==> src/rtl/audioport_pkg.sv <==
// audioport_pkg: shared types, widths and helpers for the audioport blocks.
// Holds the i2s_unit state enum, frame length and the rate-code divider lookup.
package audioport_pkg;

    localparam int unsigned AUDIO_BITS     = 24;
    localparam int unsigned I2S_FRAME_BITS = 2 * AUDIO_BITS;
    localparam int unsigned BIT_CNT_W      = 6;
    localparam int unsigned DIV_W          = 6;
    localparam int unsigned CFG_W          = 32;

    // [0] = left, [1] = right, two's complement
    typedef logic [1:0][AUDIO_BITS-1:0] stereo_t;

    typedef enum logic [1:0] {
        STOP = 2'd0,
        PLAY = 2'd1,
        TAIL = 2'd2
    } i2s_state_t;

    // Rate code to mclk cycles per sck period
    function automatic logic [DIV_W-1:0] sck_div(input logic [1:0] rate);
        logic [DIV_W-1:0] n;
        case (rate)
            2'b00:   n = DIV_W'(4);
            2'b01:   n = DIV_W'(8);
            2'b10:   n = DIV_W'(16);
            default: n = DIV_W'(32);
        endcase
        return n;
    endfunction

endpackage

==> src/rtl/i2s_unit_if.sv <==
// i2s_unit_if: bus between cdc_unit (master) and i2s_unit (slave).
//   play_in, tick_in, audio_in, cfg_in, cfg_reg_in : master -> slave
//   req_out, sck_out, ws_out, sdo_out               : slave -> master / pads
interface i2s_unit_if;
    import audioport_pkg::*;

    logic             play_in;
    logic             tick_in;
    stereo_t          audio_in;
    logic             cfg_in;
    logic [CFG_W-1:0] cfg_reg_in;
    logic             req_out;
    logic             sck_out;
    logic             ws_out;
    logic             sdo_out;

    modport master (
        output play_in, tick_in, audio_in, cfg_in, cfg_reg_in,
        input  req_out, sck_out, ws_out, sdo_out
    );

    modport slave (
        input  play_in, tick_in, audio_in, cfg_in, cfg_reg_in,
        output req_out, sck_out, ws_out, sdo_out
    );

endinterface

==> src/rtl/i2s_sck_gen.sv <==
// i2s_sck_gen: divides mclk by N (from the rate code) into the serial bit clock.
// Ports: mclk, mrst_n; run (hold cleared when 0); rate (2-bit code);
//        sck (registered, low N/2 then high N/2); rise_c / fall_c (strobes high
//        in the mclk cycle whose closing edge raises / drops sck).
module i2s_sck_gen
    import audioport_pkg::*;
(
    input  logic       mclk,
    input  logic       mrst_n,
    input  logic       run,
    input  logic [1:0] rate,
    output logic       sck,
    output logic       rise_c,
    output logic       fall_c
);

    localparam int unsigned CNT_W = DIV_W - 1;

    logic [DIV_W-1:0] n_c;
    logic [CNT_W-1:0] last_c;
    logic [CNT_W-1:0] half_last_c;
    logic [CNT_W-1:0] cnt;

    assign n_c         = sck_div(rate);
    assign last_c      = CNT_W'(n_c - DIV_W'(1));
    assign half_last_c = CNT_W'(n_c[DIV_W-1:1] - CNT_W'(1));
    assign rise_c      = run && (cnt == half_last_c);
    assign fall_c      = run && (cnt == last_c);

    // Position within the sck period; cleared while stopped so PLAY starts low
    always_ff @(posedge mclk or negedge mrst_n) begin
        if (!mrst_n) begin
            cnt <= '0;
            sck <= 1'b0;
        end else if (!run) begin
            cnt <= '0;
            sck <= 1'b0;
        end else begin
            cnt <= fall_c ? '0 : cnt + CNT_W'(1);
            if (rise_c)
                sck <= 1'b1;
            else if (fall_c)
                sck <= 1'b0;
        end
    end

endmodule

==> src/rtl/i2s_unit.sv <==
// i2s_unit: I2S-style serial audio transmitter in the mclk domain.
// Ports: mclk, mrst_n (async active-low); bus (i2s_unit_if.slave) carrying
//        play/tick/audio/cfg inputs and req/sck/ws/sdo outputs.
// Build option: I2S_STANDARD_EN selects standard I2S (data one sck late,
//               TAIL period on stop); otherwise left-justified.
module i2s_unit
    import audioport_pkg::*;
(
    input  logic        mclk,
    input  logic        mrst_n,
    i2s_unit_if.slave   bus
);

`ifdef I2S_STANDARD_EN
    localparam bit I2S_STD = 1'b1;
`else
    localparam bit I2S_STD = 1'b0;
`endif

    localparam int unsigned          SH_W      = I2S_FRAME_BITS;
    localparam logic [BIT_CNT_W-1:0] LAST_BIT  = BIT_CNT_W'(I2S_FRAME_BITS - 1);
    localparam logic [BIT_CNT_W-1:0] RIGHT_BIT = BIT_CNT_W'(AUDIO_BITS);

    i2s_state_t           state, state_d;
    logic [BIT_CNT_W-1:0] bcnt, bcnt_d, bcnt_inc_c;
    stereo_t              smp, smp_d;
    logic [SH_W-1:0]      sh, sh_d, frame_c;
    logic [1:0]           rate, rate_d;
    logic                 sdo, sdo_d, ws, ws_d, req, req_d;
    logic                 sck, rise_c, fall_c, run_c;
    logic                 cfg_unused_c;

    assign cfg_unused_c = ^bus.cfg_reg_in[CFG_W-1:2];
    assign frame_c      = {smp[0], smp[1]};
    assign bcnt_inc_c   = bcnt + BIT_CNT_W'(1);
    assign run_c        = (state != STOP);

    i2s_sck_gen u_sck_gen (
        .mclk   (mclk),
        .mrst_n (mrst_n),
        .run    (run_c),
        .rate   (rate),
        .sck    (sck),
        .rise_c (rise_c),
        .fall_c (fall_c)
    );

    // State register
    always_ff @(posedge mclk or negedge mrst_n) begin
        if (!mrst_n)
            state <= STOP;
        else
            state <= state_d;
    end

    // Next state and datapath. The shift register advances on sck rise so its
    // MSB already holds the next bit when sck falls and sdo is updated.
    always_comb begin
        state_d = state;
        bcnt_d  = bcnt;
        smp_d   = smp;
        sh_d    = sh;
        rate_d  = rate;
        sdo_d   = sdo;
        ws_d    = ws;
        req_d   = 1'b0;

        // Nonblocking load keeps a coincident frame start on the old sample
        if (bus.tick_in)
            smp_d = bus.audio_in;

        unique case (state)
            STOP: begin
                bcnt_d = '0;
                sdo_d  = 1'b0;
                ws_d   = 1'b0;
                if (bus.cfg_in)
                    rate_d = bus.cfg_reg_in[1:0];
                if (bus.play_in) begin
                    state_d = PLAY;
                    req_d   = 1'b1;
                    sh_d    = frame_c;
                    sdo_d   = I2S_STD ? 1'b0 : frame_c[SH_W-1];
                end
            end
            PLAY: begin
                // In I2S mode bit 0 carries the previous LSB, so hold the MSB one period
                if (rise_c && !(I2S_STD && bcnt == '0))
                    sh_d = {sh[SH_W-2:0], 1'b0};
                if (fall_c) begin
                    if (bcnt == LAST_BIT) begin
                        bcnt_d = '0;
                        ws_d   = 1'b0;
                        if (bus.play_in) begin
                            req_d = 1'b1;
                            sh_d  = frame_c;
                            sdo_d = I2S_STD ? sh[SH_W-1] : frame_c[SH_W-1];
                        end else if (I2S_STD) begin
                            state_d = TAIL;
                            sdo_d   = sh[SH_W-1];
                        end else begin
                            state_d = STOP;
                            sdo_d   = 1'b0;
                        end
                    end else begin
                        bcnt_d = bcnt_inc_c;
                        sdo_d  = sh[SH_W-1];
                        ws_d   = (bcnt_inc_c >= RIGHT_BIT);
                    end
                end
            end
            TAIL: begin
                if (fall_c) begin
                    state_d = STOP;
                    sdo_d   = 1'b0;
                end
            end
            default: state_d = STOP;
        endcase
    end

    // Datapath registers
    always_ff @(posedge mclk or negedge mrst_n) begin
        if (!mrst_n) begin
            bcnt <= '0;
            smp  <= '0;
            sh   <= '0;
            rate <= 2'b00;
            sdo  <= 1'b0;
            ws   <= 1'b0;
            req  <= 1'b0;
        end else begin
            bcnt <= bcnt_d;
            smp  <= smp_d;
            sh   <= sh_d;
            rate <= rate_d;
            sdo  <= sdo_d;
            ws   <= ws_d;
            req  <= req_d;
        end
    end

    assign bus.req_out = req;
    assign bus.sck_out = sck;
    assign bus.ws_out  = ws;
    assign bus.sdo_out = sdo;

endmodule
==> src/flat_wrapper.sv <==
// flat-port wrapper written by rule: the top's interface ports become plain ports
module i2s_unit_flat import audioport_pkg::*;
  (mclk, mrst_n, bus_play_in, bus_tick_in, bus_audio_in, bus_cfg_in, bus_cfg_reg_in, bus_req_out, bus_sck_out, bus_ws_out, bus_sdo_out);
  i2s_unit_if bus_i ();
  input  logic mclk;
  input  logic mrst_n;
  input wire logic [$bits(bus_i.play_in)-1:0] bus_play_in;
  input wire logic [$bits(bus_i.tick_in)-1:0] bus_tick_in;
  input wire logic [$bits(bus_i.audio_in)-1:0] bus_audio_in;
  input wire logic [$bits(bus_i.cfg_in)-1:0] bus_cfg_in;
  input wire logic [$bits(bus_i.cfg_reg_in)-1:0] bus_cfg_reg_in;
  output wire logic [$bits(bus_i.req_out)-1:0] bus_req_out;
  output wire logic [$bits(bus_i.sck_out)-1:0] bus_sck_out;
  output wire logic [$bits(bus_i.ws_out)-1:0] bus_ws_out;
  output wire logic [$bits(bus_i.sdo_out)-1:0] bus_sdo_out;
  assign bus_i.play_in = bus_play_in;
  assign bus_i.tick_in = bus_tick_in;
  assign bus_i.audio_in = bus_audio_in;
  assign bus_i.cfg_in = bus_cfg_in;
  assign bus_i.cfg_reg_in = bus_cfg_reg_in;
  assign bus_req_out = bus_i.req_out;
  assign bus_sck_out = bus_i.sck_out;
  assign bus_ws_out = bus_i.ws_out;
  assign bus_sdo_out = bus_i.sdo_out;
  i2s_unit u_core (.mclk(mclk), .mrst_n(mrst_n), .bus(bus_i));
endmodule
==> config.mk <==
export PLATFORM = sky130hd
export DESIGN_NAME = i2s_unit_flat
export DESIGN_NICKNAME = d
export VERILOG_FILES = /design/src/rtl/audioport_pkg.sv /design/src/rtl/i2s_unit_if.sv /design/src/rtl/i2s_sck_gen.sv /design/src/rtl/i2s_unit.sv /design/src/flat_wrapper.sv
export SDC_FILE = /design/constraint.sdc
export NUM_CORES = 1
export LEC_CHECK = 0
export CORE_MARGIN = 2
export CORE_UTILIZATION = 35
export CTS_BUF_LIST = sky130_fd_sc_hd__clkbuf_4 sky130_fd_sc_hd__clkbuf_8
export CTS_CLUSTER_SIZE = 25
export DETAILED_ROUTE_END_ITERATION = 8
export GPL_TIMING_DRIVEN = 0
export PLACE_DENSITY = 0.56
export SYNTH_ARGS = -nofsm -noshare
export SYNTH_HDL_FRONTEND = slang
export SYNTH_HIERARCHICAL = 1
export SYNTH_SLANG_ARGS = --single-unit
==> constraint.sdc <==
create_clock -name mclk -period 3.35 [get_ports mclk]
set_input_delay 1.005 -clock mclk [delete_from_list [all_inputs] [get_ports mclk]]
set_output_delay 1.005 -clock mclk [all_outputs]
set_load 0.02 [all_outputs]
=== Word-level counts from Yosys, hierarchy flattened ===
Index checks and enable logic that the tools add are counted.

* $add $sub $neg: 4
* Order comparisons: 1
* Equality and inequality tests: 13
* Mux-type cells: 32
* Reduce and logical (&&, ||, !) cells: 12

{| class="wikitable"
|+ Operators by type and width
! cell !! count
|-
| two-way mux 48 bit || 5
|-
| case mux 48 bit (2 select lines) || 1
|-
| case mux 6 bit (3 select lines) || 1
|-
| two-way mux 6 bit || 2
|-
| case mux 6 bit (2 select lines) || 1
|-
| two-way mux 1 bit || 11
|-
| equality test 5 bit || 2
|-
| two-way mux 2 bit || 5
|-
| two-way mux 5 bit || 2
|-
| subtractor 5 x 1 -> 5 bit (second input constant) || 2
|-
| inequality test 2 bit (second input constant) || 4
|-
| adder 6 x 1 -> 6 bit (second input constant) || 1
|-
| equality test 6 bit (second input constant) || 1
|-
| >= comparator 6 x 5 -> 1 bit (second input constant) || 1
|-
| case mux 2 bit (3 select lines) || 1
|-
| AND reduction 2 bit || 3
|-
| adder 5 x 1 -> 5 bit (second input constant) || 1
|-
| AND reduction 5 bit || 1
|-
| equality test 2 x 1 -> 1 bit (second input constant) || 2
|-
| equality test 2 bit (second input constant) || 2
|-
| logical NOT 2 bit || 2
|-
| case mux 1 bit (2 select lines) || 2
|-
| nonzero test 2 bit || 2
|-
| inequality test 3 x 1 -> 1 bit (second input constant) || 1
|-
| 5 further kinds || 6
|}

* Register bits: 115
* Input port bits: 85
* Output and inout bits: 4
* Logic and storage cells: 73

=== Depth between registers and ports, before layout ===
* Depth after elaboration: 10
* Gate-level depth with buffers: 11
* Gate-level depth less buffers: 9

=== By module ===
Netlist, hierarchy kept.

{| class="wikitable"
|+ By module, submodules not included
! module !! times used !! cells each !! area each (sq um) !! seq. area each (sq um)
|-
| i2s_unit || 1 || 333 || 4491.8 || 2702.6
|-
| i2s_sck_gen || 1 || 39 || 379.1 || 150.1
|}

=== Worst setup path after synthesis ===
OpenSTA, ideal clock, no wires.

* Path type: register to register
* Start: register u_core.u_sck_gen.cnt[0]
* End: register u_core.sh[29]
* Setup time: 0.126 ns
* Arrival time: 2.278 ns
* Data required time: 3.224 ns
* Slack: 0.946 ns
* Stages on the path, launching flop included: 12
* Path buffers: 2
* Clock period less this slack: 2.404 ns
* Cells stage by stage: dfrtp_1 ha_1 nor4b_1 a32oi_1 o21ai_0 and2_1 and4b_1 a21oi_2 nor2_1 buf_4 buf_6 a221o_1

* Elaborated cells on any way between the ends: 9
* Those cells by class: eq/ne: 2; mux: 5; reduce/logical: 2

{| class="wikitable"
|+ RTL lines
! element !! RTL line !! RTL
|-
| from (decl) || i2s_sck_gen.sv:22 || <nowiki>logic [CNT_W-1:0] cnt;</nowiki>
|-
| from (signal assigned) || i2s_sck_gen.sv:39 || <nowiki>cnt <= fall_c ? '0 : cnt + CNT_W'(1);</nowiki>
|-
| equality test 5 bit || i2s_sck_gen.sv:28 || <nowiki>assign fall_c = run && (cnt == last_c);</nowiki>
|-
| logical AND 1 bit || i2s_sck_gen.sv:28 ||
|-
| named net u_core.fall_c || i2s_unit.sv:30 || <nowiki>logic sck, rise_c, fall_c, run_c;</nowiki>
|-
| two-way mux 48 bit || i2s_unit.sv:90 || <nowiki>if (fall_c) begin</nowiki>
|-
| case mux 48 bit (2 select lines) || i2s_unit.sv:72 || <nowiki>unique case (state)</nowiki>
|-
| to (signal assigned) || i2s_unit.sv:127 || <nowiki>sh <= '0;</nowiki>
|-
| to (signal assigned) || i2s_unit.sv:135 || <nowiki>sh <= sh_d;</nowiki>
|-
| to (decl) || i2s_unit.sv:27 || <nowiki>logic [SH_W-1:0] sh, sh_d, frame_c;</nowiki>
|}

The timed path passes the listed nets, and every way through them passes these cells.
A chain may end at the register's enable or synchronous reset.

=== Final worst setup path ===
* Start: register u_core.u_sck_gen.cnt[1]
* End: register u_core.sh[22]

The elaborated chain is that of the path after synthesis.

==> metrics.txt <==
run status=completed; final non-filler cell total=642; Initial Utilization=0.355; CTS resizes=0; top-count cell post-synth=dfrtp_1; mapped cell area=0.00487 mm²; worst reg2reg path startpoint=u_core/u_sck_gen/cnt[1]; #FFs+latches synth=114; met2 Resource Use GR=0.223; Worst-path clk slew=0.06 ns; Routed Antenna Nets=0; CTS Hold Bufs=0; asr flop ratio synth=1.00; area leader, netlist=dfrtp_1; Slew Viols, Final=0; die area=0.0149 mm²; simple-gate share of the synthesized area=0.104; # DRC=0; Tcrit/Tclk final=0.830; grt met1 use=0.188; synthesis-to-finish area growth=25.7%; row count=43; post-layout min period=2.78 ns; R2R setup slack=0.57 ns; Worst Setup EP=u_core/sh[22]; worst hold margin=0.493 ns; Cell Area, Placed=0.00570 mm²; Worst Path Required=3.66 ns; ys flop type=dfrtp_1; initial drt markers=282; RD Place Congestion=0.759; Peak VDD IR=0.000251 V; largest net degree at the start of global routing=67; CTS Buffer Depth=2; CTS buffer count=17; clk sink count=114; 1st-pass router iterations=7; Multi-input gate area=0.00182 mm²; post-synthesis sequential area ratio=0.586; post-synthesis mux area share=0.111; Reg2Reg Depth=11; FILL cells=1314; main combinational cell family by area after synthesis=compound AO/OA/AOI/OAI gates; Slew @ Worst Pin=0.619 ns; RSZ-0062 raised after global routing=no; synthesized netlist cell count=372; PD cells=711 mW/mm²; Rel. slew slack=0.588; CP Launch Type=flip-flop; initial antenna violation count=0; post-synth cell types=45; Hold Crit Class=reg2reg; routed wire length=9630 µm; Reg-to-Reg End=u_core/sh[22]; vias in the first global route=3367; Max Cap Viol=0; Post-Place Cells=610; f_max=360 MHz; FF+latch area=0.00285 mm²; Avg Cell Area, Syn=13.1 µm²; setup bufs post-CTS=0; share of layout cells above drive strength 1=0.216; wire per inst=15.0 µm; DP HPWL=6400 µm; GRT overflow=0; Crit Path Class=reg2reg; routed vias/inst=4.96; GRT Max-Usage Layer=met2; area share of the largest cell type after synthesis=0.586; Vias=3187; Die Span X=122 µm; core area=0.0137 mm²; EDFF count, synth=0; Die Ht=122 µm; post-synthesis xor/xnor area fraction=0.0162; Synth Warn #=6; final core occ=0.446; nets=538; met3 Use GR=0.0435; CTS Root Cell=clkbuf_8; Total GRT Usage=0.143; CTS tree=yes; first-pass GRT wire length=16600 µm; final instance area=0.00612 mm²; clock skew=0.00838 ns; CP Max Fanout=10; Hold Vio Cnt, Final=0; static leakage=2.72 nW; Post-synth top cells=dfrtp_1 (114), mux2_2 (47), a221o_1 (45), and2_1 (44), inv_1 (13); Synth Area in Compound Gates=0.132; Power Total=4.35 mW; endpoints failing setup=0; Crit. End Element=flip-flop; dominant cells by area after synthesis=dfrtp_1 (59%), mux2_2 (11%), a221o_1 (9.2%); syn nets=461; CP Launch Point=u_core/u_sck_gen/cnt[1]; Port Buffers=57; adder-cell area share of the yosys netlist=0.0103; Worst Path Arrival=3.09 ns; Clock Latency Late Sink=0.43 ns; io pins=89; diodes inserted=0; H-tree depth=4
[sequential cells by signal, summed over array words and instances, names as in the netlist]
register	count
u_core/bcnt	6
u_core/bus.req_out	1
u_core/bus.sdo_out	1
u_core/bus.ws_out	1
u_core/frame_c	48
u_core/rate	2
u_core/sh	48
u_core/state	1
u_core/u_sck_gen/cnt	5
u_core/u_sck_gen/sck	1
[layout by cell type, fill, tap and decap left out, types with 2 or more instances in the layout]
| cell | netlist | final |
|---|---|---|
| dfrtp_1 | 114 | 114 |
| clkdlybuf4s50_1 | 0 | 56 |
| mux2_2 | 47 | 47 |
| a221o_1 | 45 | 45 |
| and2_1 | 44 | 44 |
| clkbuf_8 | 0 | 21 |
| inv_1 | 13 | 13 |
| nor2_1 | 12 | 12 |
| clkbuf_1 | 10 | 10 |
| nand2_1 | 10 | 10 |
| buf_6 | 5 | 6 |
| o21ai_0 | 6 | 6 |
| xnor2_1 | 6 | 6 |
| clkinv_2 | 0 | 5 |
| nand3_1 | 5 | 5 |
| buf_2 | 4 | 4 |
| ha_1 | 4 | 4 |
| bufinv_16 | 0 | 3 |
| a21oi_1 | 3 | 3 |
| buf_4 | 3 | 3 |
| a21o_1 | 3 | 3 |
| xor2_1 | 3 | 3 |
| buf_1 | 3 | 3 |
| a222oi_1 | 3 | 3 |
| clkinvlp_4 | 0 | 2 |
| and3_2 | 2 | 2 |
| a22o_1 | 2 | 2 |
| or3_1 | 2 | 2 |
| nor3b_1 | 2 | 2 |
[layer usage]
metal | part of all wire | wire, µm
met5 | 0 | 0
met4 | 0.015 | 142
met3 | 0.046 | 445
met2 | 0.46 | 4420
met1 | 0.48 | 4630
[final cells by class]
type / count / share of cell area
Clock inverter: 10 / 0.0213
Tap cell: 180 / 0.0368
Timing Repair Buffer: 58 / 0.0979
Sequential cell: 114 / 0.466
Buffer: 25 / 0.0241
Inverter: 14 / 0.00858
Clock buffer: 22 / 0.0484
Multi-Input combinational cell: 219 / 0.297
[critical path: stages, from the launching register on]
cell	delay [ns]
dfrtp_1	0.40
ha_1	0.28
nor4b_1	0.35
a32oi_1	0.15
o21ai_0	0.11
and2_1	0.15
and4b_1	0.26
a21oi_1	0.10
buf_2	0.18
clkbuf_1	0.22
and2_1	0.22
a221o_1	0.26
[power by group]
| group | switching, mW | leakage [nW] | internal [mW] | total (mW) |
|---|---|---|---|---|
| clock network | 0.541 | 0.218 | 0.816 | 1.36 |
| registers | 0.225 | 1.42 | 1.78 | 2.00 |
| logic | 0.435 | 1.08 | 0.559 | 0.994 |
| total | 1.20 | 2.72 | 3.15 | 4.35 |
[through the flow]
stage	TNS, ns	setup slack [ns]
6_report	0	0.569
3_3_place_gp	-356.23	-3.13
2_1_floorplan	0	0.946
3_5_place_dp	0	0.290
4_1_cts	0	0.572
5_1_grt	0	0.293
[kinds of logic (layout without fill, tap and decap cells)]
| group | count (synthesis) | after routing |
|---|---|---|
| xor gates and xnor gates | 9 | 9 |
| buffers and inverters | 39 | 129 |
| adders and majority gates | 4 | 4 |
| muxes | 48 | 48 |
| AOI/OAI and AO/OA | 71 | 71 |
| and+or+nand+nor | 87 | 87 |
| DFF | 114 | 114 |
[worst min path at each step]
stage,startpoint,to,slack (ns),cells after the start
2_1_floorplan,u_core/u_sck_gen/cnt[0],u_core/u_sck_gen/cnt[0],0.46,1
3_3_place_gp,u_core/frame_c[0],u_core/sh[0],0.48,1
3_5_place_dp,u_core/u_sck_gen/cnt[0],u_core/u_sck_gen/cnt[0],0.48,1
4_1_cts,u_core/u_sck_gen/cnt[0],u_core/u_sck_gen/cnt[0],0.49,1
5_1_grt,u_core/u_sck_gen/cnt[0],u_core/u_sck_gen/cnt[0],0.51,1
6_report,u_core/u_sck_gen/cnt[0],u_core/u_sck_gen/cnt[0],0.49,1
(Power assumes the default switching activity.)
